==> src/rtl/register_pkg.sv <==
// Shared definitions for the datapath registers: default word width, word type and reset word.
package register_pkg;

    localparam int WORD_WIDTH = 16;

    typedef logic [WORD_WIDTH-1:0] word_t;

    localparam word_t WORD_RESET = 16'h0000;

endpackage : register_pkg

==> src/rtl/register_bit.sv <==
// One-bit storage cell: synchronous active-high reset to RESET_VALUE, load-enabled capture of d.
module register_bit #(
    parameter logic RESET_VALUE = 1'b0
) (
    input  logic clk,
    input  logic reset,
    input  logic load,
    input  logic d,
    output logic q
);

    logic r_q;

    always_ff @(posedge clk) begin
        if (reset) begin
            r_q <= RESET_VALUE;
        end else if (load) begin
            r_q <= d;
        end
    end

    assign q = r_q;

endmodule : register_bit

==> src/rtl/register_16.sv <==
// Generic WIDTH-bit datapath register built from register_bit cells.
// Define REGISTER_PARITY_EN to add a registered even-parity output (parity_out).
module register_16
    import register_pkg::*;
#(
    parameter int               WIDTH       = WORD_WIDTH,
    parameter logic [WIDTH-1:0] RESET_VALUE = WIDTH'(WORD_RESET)
) (
    input  logic             clk,
    input  logic             reset,
    input  logic             load,
    input  logic [WIDTH-1:0] data_in,
`ifdef REGISTER_PARITY_EN
    output logic             parity_out,
`endif
    output logic [WIDTH-1:0] data_out
);

    logic [WIDTH-1:0] w_q;

    if (WIDTH < 1 || WIDTH > 64) begin : g_bad_width
        $error("register_16: WIDTH must be in 1..64");
    end

    for (genvar i = 0; i < WIDTH; i++) begin : g_bit
        register_bit #(
            .RESET_VALUE (RESET_VALUE[i])
        ) u_bit (
            .clk   (clk),
            .reset (reset),
            .load  (load),
            .d     (data_in[i]),
            .q     (w_q[i])
        );
    end

    assign data_out = w_q;

`ifdef REGISTER_PARITY_EN
    // Parity is computed from the incoming word so it lands on the same edge as data_out.
    logic r_parity;

    always_ff @(posedge clk) begin
        if (reset) begin
            r_parity <= ^RESET_VALUE;
        end else if (load) begin
            r_parity <= ^data_in;
        end
    end

    assign parity_out = r_parity;
`endif

`ifndef SYNTHESIS
    always_ff @(posedge clk) begin
        if (!reset) begin
            assert (!$isunknown(load)) else $error("register_16: X/Z on load while reset is low");
        end
    end
`endif

endmodule : register_16

==> config.mk <==
export PLATFORM = sky130hd
export DESIGN_NAME = register_16
export DESIGN_NICKNAME = d
export VERILOG_FILES = /design/src/rtl/register_pkg.sv /design/src/rtl/register_bit.sv /design/src/rtl/register_16.sv
export SDC_FILE = /design/constraint.sdc
export NUM_CORES = 1
export LEC_CHECK = 0
export CORE_UTILIZATION = 38
export DETAILED_ROUTE_END_ITERATION = 16
export GPL_TIMING_DRIVEN = 0
export PLACE_DENSITY = 0.87
export RECOVER_POWER = 25
export SETUP_SLACK_MARGIN = 0.05
export SLEW_MARGIN = 25
export SYNTH_ARGS = -nofsm -noshare
export SYNTH_HDL_FRONTEND = slang
export SYNTH_SLANG_ARGS = --single-unit
==> constraint.sdc <==
create_clock -name clk -period 0.8 [get_ports clk]
set_input_delay 0.08 -clock clk [delete_from_list [all_inputs] [get_ports clk]]
set_output_delay 0.08 -clock clk [all_outputs]
set_load 0.02 [all_outputs]
==> key figures <==
Yosys
  – Yosys top cell by area: dfxtp_1
  – Ranking of synthesized cells by area: dfxtp_1, mux2i_1, buf_4
  – Syn avg cell area: 10.3 µm²
  – Cells after Synth: 68
  – Synthesized area: 701 µm²
  – Fraction of synthesized cell area taken by the top area cell type: between 40 and 50%
  – Number of storage elements in the synthesis netlist: 16
  – Sequential element share of the synthesized area: a little under half
  – Cell variety after synth: 8
  – Synthesized netlist net count: 87
  – Number of warnings printed during yosys synthesis: 0

Timing
  – Number of hold violations in the final report: 0
  – Slew at the pin closest to its max-slew limit: 0.296 ns
  – Setup skew after layout: 0 ns
  – Pins Over Slew Limit: 0
  – Unrepaired setup endpoints after global routing: true
  – Count of final setup violators: 14
  – Headroom to the max-slew limit: 80.3%
  – Post-layout worst setup margin: -0.104 ns
  – Peak Freq: 1110 MHz
  – Fin crit period: 0.904 ns
  – Period utilisation layout: 113%

Final layout
  – Final cell utilization of the core: 61.3%
  – FF/Latch Area: 340 µm²
  – Multi-input combinational cell area: 220 µm²
  – Filler cells: 150
  – Fin nets: 115
  – Non-filler cells, final: roughly 120
  – Area Overhead vs Synth: 51.1%
  – Final antenna diode count: 0
  – Share of cells above drive strength 1: 47.9%
  – Max FFs per register: 16

Global route
  – Overall fraction of global-route tracks in use: 13.0%
  – Via count of the first global-routing pass: 449
  – Wire length of the first global-routing pass: 1850 µm
  – Total global routing overflow: 0
  – Number of antenna violations at the first check in global routing: 0
  – Largest net degree at the start of global routing: 11

Floorplanning
  – I/O pins: 35
  – Core Rows: 15
  – Overall die area: 2020 µm²
  – Y dimension of the die: 44.9 µm
  – Width of the chip: roughly 45 µm
  – Initial core utilization: roughly two fifths
  – Placeable core region: 1730 µm²

CTS
  – Source-to-sink clock delay at the later pin of the worst-skew pair: roughly 0.27 ns
  – CTS root buf: clkbuf_4
  – Clock slew at reported path FFs: 0.09 ns
  – H-Tree Depth: 1
  – Clock tree from TritonCTS: done
  – Clock sink total: 16
  – Cts-stage hold buffer count: 0
  – Maximum count of clock buffers along a single path: 2
  – Number of CTS-inserted buffers: 3

Power
  – Leakage power total: slightly below 0.5 nW
  – Worst voltage drop across the vdd grid: 0.00104 V
  – Areal power density over the cells: 1590 nW/µm²

Route
  – Number of vias per cell: approximately 4.2
  – Detailed-routing iteration count for the pre-antenna-repair pass: 3
  – Initial DRC count: 1
  – Via total after detailed routing: approximately 500
  – ANT nets after route: 0
  – Wire length after detailed routing: between 1000 and 1500 µm
  – Routed wirelength normalized by instance count: between 10 and 15 µm
  – DR DRC count: 0

Outcome
  – Status: complete, but fails checks
  – Failing checks: negative setup slack

Place
  – Port Buffers: 32
  – Post-detail-place hpwl: about 1000 µm
  – Total placed cells including tap cells: about 130
  – Pre-CTS setup slack: -0.300 ns
  – Gpl congestion: 0.598

Critical path
  – Start point of the critical path: g_bit[5].u_bit.q$_SDFFE_PP0P_
  – Critical path capture point type: output pin
  – Path depth of the worst reg2reg path: 3
  – CP Data Required Time: slightly above 0.7 ns
  – Worst setup path class: reg2out
  – Startpoint type of the worst setup path: flop
  – Reg-to-reg critical path endpoint: g_bit[0].u_bit.q$_SDFFE_PP0P_
  – Max FO, Critical Path: 2
  – Reg2reg start: g_bit[0].u_bit.q$_SDFFE_PP0P_
  – Register-to-Register Setup Slack: 0.05 ns
  – Arrival time of data at the critical path endpoint: a little over 0.8 ns

Hold path
  – End point of the worst hold path: g_bit[10].u_bit.q$_SDFFE_PP0P_
  – Hold path start: load
  – Hold depth: 3
  – Worst hold path class: in2reg

Run
  – Max-capacitance violation count: 0
metrics by stage:
| stage | power [mW] | cell area, µm² | hold slack, ns | setup TNS, ns |
|---|---|---|---|---|
| finish | 1.68 | 1060 | 0.119 | -0.274 |
| global route | 1.77 | 1060 | 0.124 | -0.829 |
| CTS | 1.70 | 1040 | 0.113 | -0.479 |
| detailed placement | 1.31 | 1050 | 0.403 | -4.62 |
| global placement | 1.29 | 1050 | 0.399 | -4.26 |
| floorplan | 1.12 | 701 | 0.227 | 0 |
layout make-up:
class | count | area share (%)
repair buffers | 37 | 36.1
flip-flops and latches | 16 | 32.2
multi-input cells | 32 | 20.8
plain buffers | 6 | 5.91
well taps | 25 | 2.96
clock buffers | 3 | 2.13
synthesized netlist by cell type:
master / count
buf_1: 1
buf_12: 1
buf_2: 1
buf_4: 16
buf_6: 1
dfxtp_1: 16
mux2i_1: 16
nor2_1: 16
timing repair:
action                                  in CTS  in global routing
endpoints found under the setup margin      16                 19
setup buffers                                3                  2
endpoints found under the hold margin        0                  0
pin swaps                                    1                  2
gates resized for setup                    114                  1
report_power, final:
group          switching [mW]  leakage [nW]  internal [mW]
clock network           0.221        0.0138          0.174
registers              0.0321         0.138          0.853
logic                   0.153         0.344          0.245
per-layer routing:
layer,up-vias,track usage (%),routed length (µm)
met5,-,0,0
met4,0,7.27,5
met3,2,2.80,96
met2,26,23.8,656
met1,213,13.7,535
li1,254,-,-
critical path: stages, from the launching register on:
cell and delay (ns):
dfxtp_2 0.33, buf_6 0.10, buf_6 0.12
cells by family after synthesis:
| group | synth area share, % |
|---|---|
| DFF | 45.7 |
| muxes | 22.9 |
| buffers and inverters | 22.9 |
| and+or+nand+nor | 8.57 |
worst max path at each step:
stage | to
after detailed placement | data_out[9]
final | data_out[5]
after global routing | data_out[5]
after floorplan | g_bit[0].u_bit.q$_SDFFE_PP0P_
after global placement | data_out[5]
after CTS | data_out[7]
placed cells by master (no fill, tap or decap):
master           count
clkdlybuf4s50_1     16
clkbuf_4             3
buf_4                4
buf_6               20
buf_1                1
buf_2                1
mux2i_1             16
dfxtp_2             16
nor2_1              16
buf_12               1
Note: power is estimated with default switching activity, not from simulation.
